[src/rtl/a2s_controller.sv]
// AXI-read-to-stream controller: fetches 16-beat bursts from an OCM ring into a
// ping-pong buffer and streams them out. Optional A2S_RESP_CHECK_EN adds response checking.
//
// state | meaning
// IDLE  | waiting for en and a free write half
// ADDR  | read address presented, waiting for arready
// DATA  | accepting 16 beats into the write half
module a2s_controller #(
  parameter logic [31:0] ocm_haddr = 32'hfffc0000,
  parameter int          ocm_width = 16
) (
  input  logic        AXI_clk,
  input  logic        rst,
  input  logic        sync,
  input  logic        en,
  output logic [31:0] AXI_raddr,
  output logic        AXI_arvalid,
  input  logic        AXI_arready,
  input  logic [31:0] AXI_rdata,
  input  logic        AXI_rvalid,
  input  logic        AXI_rlast,
  output logic        AXI_rready,
  input  logic [1:0]  AXI_rresp,
  output logic [31:0] Odata,
  output logic        Ovalid,
  input  logic        Oready,
  output logic [31:0] a2s_cnt,
  output logic        a2s_err
);

  localparam int BW = ocm_width - 6;

  typedef enum logic [1:0] {S_IDLE, S_ADDR, S_DATA} state_t;

  state_t        state, state_nx;
  logic [BW-1:0] bidx;
  logic [1:0]    full, full_nx;
  logic          wh, rh;
  logic [3:0]    rptr, beat;
  logic          pending;
  logic [31:0]   mem [0:31];
  logic [31:0]   boff;
  logic          start, beat_acc, last_beat, clear, fill_done, drain, drain_last;

  always_ff @(posedge AXI_clk or negedge rst) begin
    if (!rst) state <= S_IDLE;
    else      state <= state_nx;
  end

  always_comb begin
    state_nx    = state;
    AXI_arvalid = 1'b0;
    AXI_rready  = 1'b0;
    start       = 1'b0;
    case (state)
      S_IDLE: begin
        if (en && !full[wh] && !pending && !sync) begin
          state_nx = S_ADDR;
          start    = 1'b1;
        end
      end
      S_ADDR: begin
        AXI_arvalid = 1'b1;
        if (AXI_arready) state_nx = S_DATA;
      end
      S_DATA: begin
        AXI_rready = 1'b1;
        if (AXI_rvalid && beat == 4'd15) state_nx = S_IDLE;
      end
      default: state_nx = S_IDLE;
    endcase
  end

  assign beat_acc   = AXI_rready && AXI_rvalid;
  assign last_beat  = beat_acc && (beat == 4'd15);
  // a sync raised during a burst is deferred until its last beat is taken
  assign clear      = ((state == S_IDLE) && sync) || (last_beat && (pending || sync));
  assign fill_done  = last_beat && !pending && !sync;
  assign Ovalid     = full[rh] && !pending;
  assign Odata      = mem[{rh, rptr}];
  assign drain      = Ovalid && Oready;
  assign drain_last = drain && (rptr == 4'd15);

  always_comb begin
    boff = '0;
    boff[ocm_width-1:6] = bidx;
  end

  always_comb begin
    full_nx = full;
    if (fill_done)  full_nx[wh] = 1'b1;
    if (drain_last) full_nx[rh] = 1'b0;
  end

  always_ff @(posedge AXI_clk or negedge rst) begin
    if (!rst) begin
      AXI_raddr <= ocm_haddr;
      beat      <= '0;
      bidx      <= '0;
      full      <= '0;
      wh        <= 1'b0;
      rh        <= 1'b0;
      rptr      <= '0;
      pending   <= 1'b0;
      a2s_cnt   <= '0;
    end else begin
      if (start)    AXI_raddr <= ocm_haddr + boff;
      if (beat_acc) beat <= beat + 4'd1;
      if (clear) begin
        bidx    <= '0;
        full    <= '0;
        wh      <= 1'b0;
        rh      <= 1'b0;
        rptr    <= '0;
        pending <= 1'b0;
        a2s_cnt <= '0;
      end else begin
        if ((state != S_IDLE) && sync) pending <= 1'b1;
        full <= full_nx;
        if (fill_done) begin
          wh      <= ~wh;
          bidx    <= bidx + 1'b1;
          a2s_cnt <= a2s_cnt + 32'd1;
        end
        if (drain) begin
          rptr <= rptr + 4'd1;
          if (rptr == 4'd15) rh <= ~rh;
        end
      end
    end
  end

  always_ff @(posedge AXI_clk) begin
    if (beat_acc && !pending) mem[{wh, beat}] <= AXI_rdata;
  end

`ifdef A2S_RESP_CHECK_EN
  logic err_beat;
  assign err_beat = beat_acc && ((AXI_rresp != 2'b00) || (AXI_rlast != (beat == 4'd15)));

  always_ff @(posedge AXI_clk or negedge rst) begin
    if (!rst)          a2s_err <= 1'b0;
    else if (clear)    a2s_err <= 1'b0;
    else if (err_beat) a2s_err <= 1'b1;
  end
`else
  logic unused_resp;
  assign unused_resp = ^{AXI_rresp, AXI_rlast};
  assign a2s_err     = 1'b0;
`endif

endmodule

[config.mk]
export PLATFORM = sky130hd
export DESIGN_NAME = a2s_controller
export DESIGN_NICKNAME = d
export VERILOG_FILES = /design/src/rtl/a2s_controller.sv
export SDC_FILE = /design/constraint.sdc
export NUM_CORES = 1
export LEC_CHECK = 0
export ABC_AREA = 1
export CORE_MARGIN = 3
export CORE_UTILIZATION = 42
export DETAILED_ROUTE_END_ITERATION = 6
export GPL_TIMING_DRIVEN = 0
export PLACE_DENSITY = 0.66
export SLEW_MARGIN = 10
export SYNTH_ARGS = -nofsm -noshare
export SYNTH_HDL_FRONTEND = slang
export SYNTH_SLANG_ARGS = --single-unit
[constraint.sdc]
create_clock -name AXI_clk -period 8 [get_ports AXI_clk]
set_input_delay 1.2 -clock AXI_clk [delete_from_list [all_inputs] [get_ports AXI_clk]]
set_output_delay 1.2 -clock AXI_clk [all_outputs]
set_load 0.01 [all_outputs]
==> run_results.csv, run 1 <==
group,metric,value,unit
power,vdd_drop_max,0.2332,mV
placement,dp_slack,3.455,ns
critical_path,cp_common_cell,"nand2_1",
critical_path,worstReg2RegStart,"state[0]",
finish,layout-drive-gt1-share,0.1106,
synth,synthCells,4032,
finish,nets,4359,
clocking,post_cts_buffers,0,
power,power_density,282.2,nW/µm²
detailed_routing,drt_wl_total,135800,µm
critical_path,path_buf_inv,3,
clocking,clockBufferDepth,3,
synth,yosysWarningCount,0,
finish,multi_input_area,11550,µm²
detailed_routing,routedWlPerCell,23.45,µm
sta,hold_viol_final,0,
synth,synth_top_area_frac,0.6781,
synth,synth_commonest_cells,"1569 x nand2_1, 1024 x edfxtp_1, 807 x nand3_1",
sta,timing.fmax,0.1866,GHz
power,p_int,10.01,mW
floorplanning,row_count,119,
sta,drv_slew,0,
synth,netlist_area,45350,µm²
clocking,cts_buffers,107,
synth,yosysSeqAreaShare,0.7151,
power,p_clk_frac,0.323,
finish,regArea,32430,µm²
critical_path,crit_path_end_kind,"output pin",
sta,worst_pin_slew,1.317,ns
status,status,"finished clean",
sta,rsz0062_at_grt,"false",
critical_path,critical_path.max_fanout,10,
clocking,clock_sinks,1091,
synth,yosysTopAreaCell,"edfxtp_1",
global_route,grt_pass1_wl,196500,µm
placement,port_buffers,115,
critical_path,rr_worst_depth,6,
synth,synth.most_common_cell,"nand2_1",
critical_path,critPathSlowestCell,"clkbuf_1",
clocking,clock-root-buffer,"clkbuf_16",
clocking,clock_latency,0.69,ns
sta,timing.final.crit_share,0.6699,
critical_path,path_cells,"clkbuf_1 > clkbuf_1 > nand2_1 > nand2_1 > nand2_1 > nand2_1 > clkdlybuf4s50_1",
critical_path,rr_endpoint,"mem[0][13]",
clocking,cts_max_level,3,
synth,async_reset_ff_frac,0.06141,
sta,whs,0.3813,ns
critical_path,cp.required,6.80,ns
synth,syn_area_per_cell,11.25,µm²
placement,dpl.hpwl,93230,µm
floorplanning,fp.dieW,334.6,µm
power,leakagePower,19.46,nW
critical_path,rrSetupSlack,5.13,ns
sta,relSlewSlack,0.1194,
run,max-cap-violations,0,
detailed_routing,drt-pass1-iter-count,5,
critical_path,path_class,"register to output pin",
synth,ys_seq_elements,1091,
global_route,track_usage,0.2382,
clocking,clk_pin_slew,0.06,ns
critical_path,arrival,4.16,ns
sta,finClkSkew,0.03071,ns
critical_path,slowest_delay,0.88,ns
clocking,cts_hold_buf,0,
sta,fin_tns_setup,0,ns
detailed_routing,avgViaCountPerCell,5.462,
sta,finalSetupViolCount,0,
power,p_sw,4.802,mW
floorplanning,io_pins,142,
placement,place_congestion,0.8900,
floorplanning,dieArea,111900,µm²
synth,synth_cell_type_count,41,
critical_path,cp-start-kind,"register",
sta,setup_ws,2.641,ns
power,p_seq_frac,0.429,
floorplanning,initial_core_util,0.4271,
power,pwr-share-comb,0.248,
floorplanning,die_h,334.6,µm
critical_path,cp_top_family,"buffers and inverters",
global_route,grt-ovfl-total,0,
detailed_routing,vias,31630,
clocking,ctsResizeCount,0,
detailed_routing,drt_first_iter_violations,3803,
power,p_sw_frac,0.3242,
global_route,grt_pass1_vias,30340,
global_route,grt_max_degree,55,
sta,post-route-min-period,5.359,ns
clocking,cts_tree,"done",
global_route,antenna_found_initial,11,
finish,fillCellCount,9209,
detailed_routing,drc,0,
hold_path,hold_path_class,"input pin to async pin",
detailed_routing,drtAntennaViolNets,0,
synth,ys.flop_type,"edfxtp_1",
synth,ys_top_cells_by_area,"edfxtp_1 68%, nand2_1 13%, nand3_1 8.9%",
finish,syn_to_final_growth,15.73,%
synth,synth_edf_count,1024,
floorplanning,core_area,106200,µm²
-- power by group through the flow --
stage | registers [mW] | logic, mW | clock network, mW
2_1_floorplan | 6.47 | 1.89 | 0
3_3_place_gp | 6.49 | 3.51 | 0
3_5_place_dp | 6.48 | 3.59 | 0
4_1_cts | 6.36 | 3.61 | 4.81
5_1_grt | 6.36 | 3.91 | 5.05
6_report | 6.36 | 3.67 | 4.78
-- how the worst max path moves through the flow --
stage                       endpoint  cells after the start        from  slack (ns)
after floorplan           mem[11][0]                      4  AXI_rvalid        4.53
after global placement     mem[3][9]                      5  AXI_rvalid        1.85
after detailed placement   Odata[23]                      7     rptr[3]        3.46
after CTS                  Odata[23]                      7     rptr[3]        2.71
after global routing       Odata[21]                      7     rptr[3]        2.61
final                      Odata[23]                      7     rptr[3]        2.64
-- final cells by class --
cell class                 count  area share
clock inverter                54    0.007057
clock buffer                 140     0.05522
buffer                       255     0.02704
antenna                        5   0.0002384
tap                         1391     0.03316
sequential                  1091      0.6179
timing repair buffer         148     0.03419
inverter                      70    0.005174
multi-input combinational   2637      0.2201
-- state kept, by name, summed over array words and instances, names as in the netlist --
name,cells
pending,1
mem,1024
AXI_raddr,10
state,2
rh,1
a2s_cnt,32
rptr,4
beat,4
wh,1
bidx,10
full,2
-- routing by layer --
layer | track usage | vias to the layer above | share of wire
li1 | - | 14440 | -
met1 | 0.3159 | 15130 | 0.39
met2 | 0.3911 | 1746 | 0.47
met3 | 0.04427 | 311 | 0.10
met4 | 0.09291 | 6 | 0.039
met5 | 0 | - | 0.00029
-- stage by stage --
stage / power (mW) / cell area [µm²] / utilization / std cells
final: 14.81 / 52480 / 0.4943 / 5791
after global routing: 15.32 / 52480 / 0.4943 / 5789
after CTS: 14.77 / 52600 / 0.4955 / 5786
after detailed placement: 10.07 / 49330 / 0.4647 / 5592
after global placement: 9.993 / 48320 / 0.4551 / 5559
after floorplan: 8.361 / 45420 / - / 4053
-- logic make-up (layout without fill, tap and decap cells) --
| logic type | after synthesis | in the layout | synth area share |
|---|---|---|---|
| other | 2 | 28 | 0.0001656 |
| adders and majority gates | 7 | 7 | 0.001931 |
| buffers and inverters | 325 | 667 | 0.03728 |
| xor gates and xnor gates | 10 | 10 | 0.001932 |
| and+or+nand+nor | 2549 | 2549 | 0.2366 |
| DFF | 1091 | 1091 | 0.7151 |
| AOI/OAI and AO/OA | 48 | 48 | 0.006981 |
-- layout by cell type, fill, tap and decap left out, types with 16 or more instances in the layout --
cell type        instances
buf_12                  17
buf_16                  16
buf_2                  180
buf_4                   57
clkbuf_1                52
clkbuf_16              109
clkdlybuf4s50_1         87
clkinv_1                26
clkinv_2                17
conb_1                  23
dfrtp_1                 67
edfxtp_1              1024
inv_1                   63
nand2_1               1569
nand3_1                807
nor2_1                  98
nor2_4                  33
Power figures use the tool's default switching activity.
==> run 2, diff against run 1 <==
==> constraint.sdc (replaced) <==
create_clock -name AXI_clk -period 5.5 [get_ports AXI_clk]
set_input_delay 0.825 -clock AXI_clk [delete_from_list [all_inputs] [get_ports AXI_clk]]
set_output_delay 0.825 -clock AXI_clk [all_outputs]
set_load 0.01 [all_outputs]
==> run 2 against run 1 <==
Compared with the run above: global-route usage about the same; die area is the same; core utilization about the same; count of clock-buffer cells in the layout unchanged; cell count stayed put; critical endpoint unchanged; final area about the same; critical path depth stayed put; sequential cell count unchanged; hold slack improved by 0.099 ns; critical path type unchanged.
==> run_results.csv, run 2 (synthesis gave the netlist of run 1 again) <==
group,metric,value,unit
floorplanning,row_count,119,
global_route,grt_pass1_wl,196600,µm
sta,timing.final.crit_share,0.9089,
clocking,cts_max_level,3,
global_route,grt_pass1_vias,30350,
sta,post-route-min-period,4.999,ns
clocking,cts_tree,"done",
detailed_routing,drc,0,
clocking,clock-root-buffer,"clkbuf_16",
finish,layout-drive-gt1-share,0.1106,
floorplanning,fp.dieW,334.6,µm
finish,layout_common_cells,"1569 x nand2_1, 1024 x edfxtp_1, 807 x nand3_1",
finish,nets,4360,
sta,worst_pin_slew,1.286,ns
power,power,21.55,mW
critical_path,crit_path_end_kind,"output pin",
detailed_routing,avgViaCountPerCell,5.463,
critical_path,path_class,"register to output pin",
critical_path,rrSetupSlack,2.63,ns
finish,fin_cells,5791,
clocking,clock_sinks,1091,
placement,port_buffers,115,
sta,rsz0062_at_grt,"false",
placement,dpl.hpwl,93230,µm
detailed_routing,drt-pass1-iter-count,6,
run,max-cap-violations,0,
power,vdd_drop_max,0.3391,mV
detailed_routing,drtAntennaViolNets,0,
floorplanning,initial_core_util,0.4271,
placement,dp.cells,5592,
clocking,clk_pin_slew,0.06,ns
sta,finClkSkew,0.03063,ns
detailed_routing,routedWlPerCell,23.44,µm
finish,biggestRegsByFlops,"mem x1024, a2s_cnt x32",
floorplanning,core_area,106200,µm²
placement,place_congestion,0.8900,
clocking,ctsResizeCount,0,
finish,largest-register,"mem",
finish,mostFrequentLayoutCell,"nand2_1",
global_route,grt-ovfl-total,0,
sta,whs,0.4800,ns
critical_path,cp.required,4.68,ns
sta,finalSetupViolCount,0,
power,leakagePower,19.47,nW
sta,drv_slew,0,
floorplanning,die_h,334.6,µm
clocking,clockBufferDepth,3,
sta,setup_ws,0.5011,ns
placement,dp_slack,1.330,ns
critical_path,critical_path.max_fanout,10,
clocking,cts_buffers,107,
global_route,antenna_found_initial,11,
clocking,clock_latency,0.69,ns
hold_path,hold_path_class,"register to register",
power,power_density,410.5,nW/µm²
floorplanning,dieArea,111900,µm²
detailed_routing,drt_first_iter_violations,3803,
sta,timing.fmax,0.2000,GHz
detailed_routing,drt_wl_total,135800,µm
finish,largest_reg_flops,1024,
critical_path,cp-start-kind,"register",
detailed_routing,vias,31640,
global_route,grt_max_degree,55,
sta,hold_viol_final,0,
critical_path,arrival,4.17,ns
finish,syn_to_final_growth,15.75,%
finish,fillCellCount,9209,
floorplanning,io_pins,142,
global_route,track_usage,0.2382,
status,status,"finished clean",
finish,layout.core_utilization,0.4944,
sta,relSlewSlack,0.1402,
[run 2: changes by cell type in the layout (fill, tap and decap cells not counted)]
cell / before / now
diode_2: 5 / 4
dlygate4sd3_1: 0 / 1
[run 2: worst max-delay path, stage by stage (launching register included)]
cell and delay, ns:
dfrtp_1 0.66, clkbuf_1 0.69, clkbuf_1 0.90, nand2_1 0.14
nand2_1 0.20, nand2_1 0.17, nand2_1 0.18, clkdlybuf4s50_1 0.56
[run 2: path summary, 6_finish.rpt]
path | start | to | cells after the start
max | rptr[3] | Odata[23] | 7
min | AXI_raddr[12] | AXI_raddr[12] | 2
max reg2reg | state[0] | mem[3][11] | 6
min reg2reg | AXI_raddr[12] | AXI_raddr[12] | 2
max in group asynchronous | rst | a2s_cnt[14] | 3
min in group asynchronous | rst | a2s_cnt[24] | 2
[run 2: power by group]
part / leakage, nW / internal [mW] / switching (mW) / total (mW)
Sequential: 10.1 / 9.19 / 0.0553 / 9.25
Clock: 1.59 / 3.84 / 3.12 / 6.96
Combinational: 7.75 / 1.53 / 3.81 / 5.34
Total: 19.5 / 14.6 / 6.99 / 21.5
[run 2: what timing repair did]
action	in CTS	in global routing
endpoints found under the setup margin	0	0
buffers inserted	0	0
hold buffers	1	0
endpoints found under the hold margin	13	0
[run 2: per-stage QoR]
stage / setup TNS (ns) / area, µm²
5_1_grt: 0 / 52490
2_1_floorplan: 0 / 45420
3_3_place_gp: -29.05 / 48320
6_report: 0 / 52490
3_5_place_dp: 0 / 49330
4_1_cts: 0 / 52610
[run 2: area by class of cell]
cell class,count,area [µm²],share of cell area
Buffer,255,1419,0.02703
Clock buffer,140,2898,0.05521
Sequential cell,1091,32430,0.6178
Tap cell,1391,1740,0.03316
Multi-Input combinational cell,2637,11550,0.2200
Antenna cell,4,10.01,0.0001907
Clock inverter,54,370.4,0.007056
Inverter,70,271.5,0.005173
Timing Repair Buffer,149,1804,0.03437
[run 2: routing by layer]
layer / up-vias / track usage / wire (µm)
met5: - / 0 / 39
met4: 6 / 0.09291 / 5407
met3: 312 / 0.04427 / 13890
met2: 1737 / 0.3911 / 64130
met1: 15150 / 0.3160 / 52290
li1: 14440 / - / -
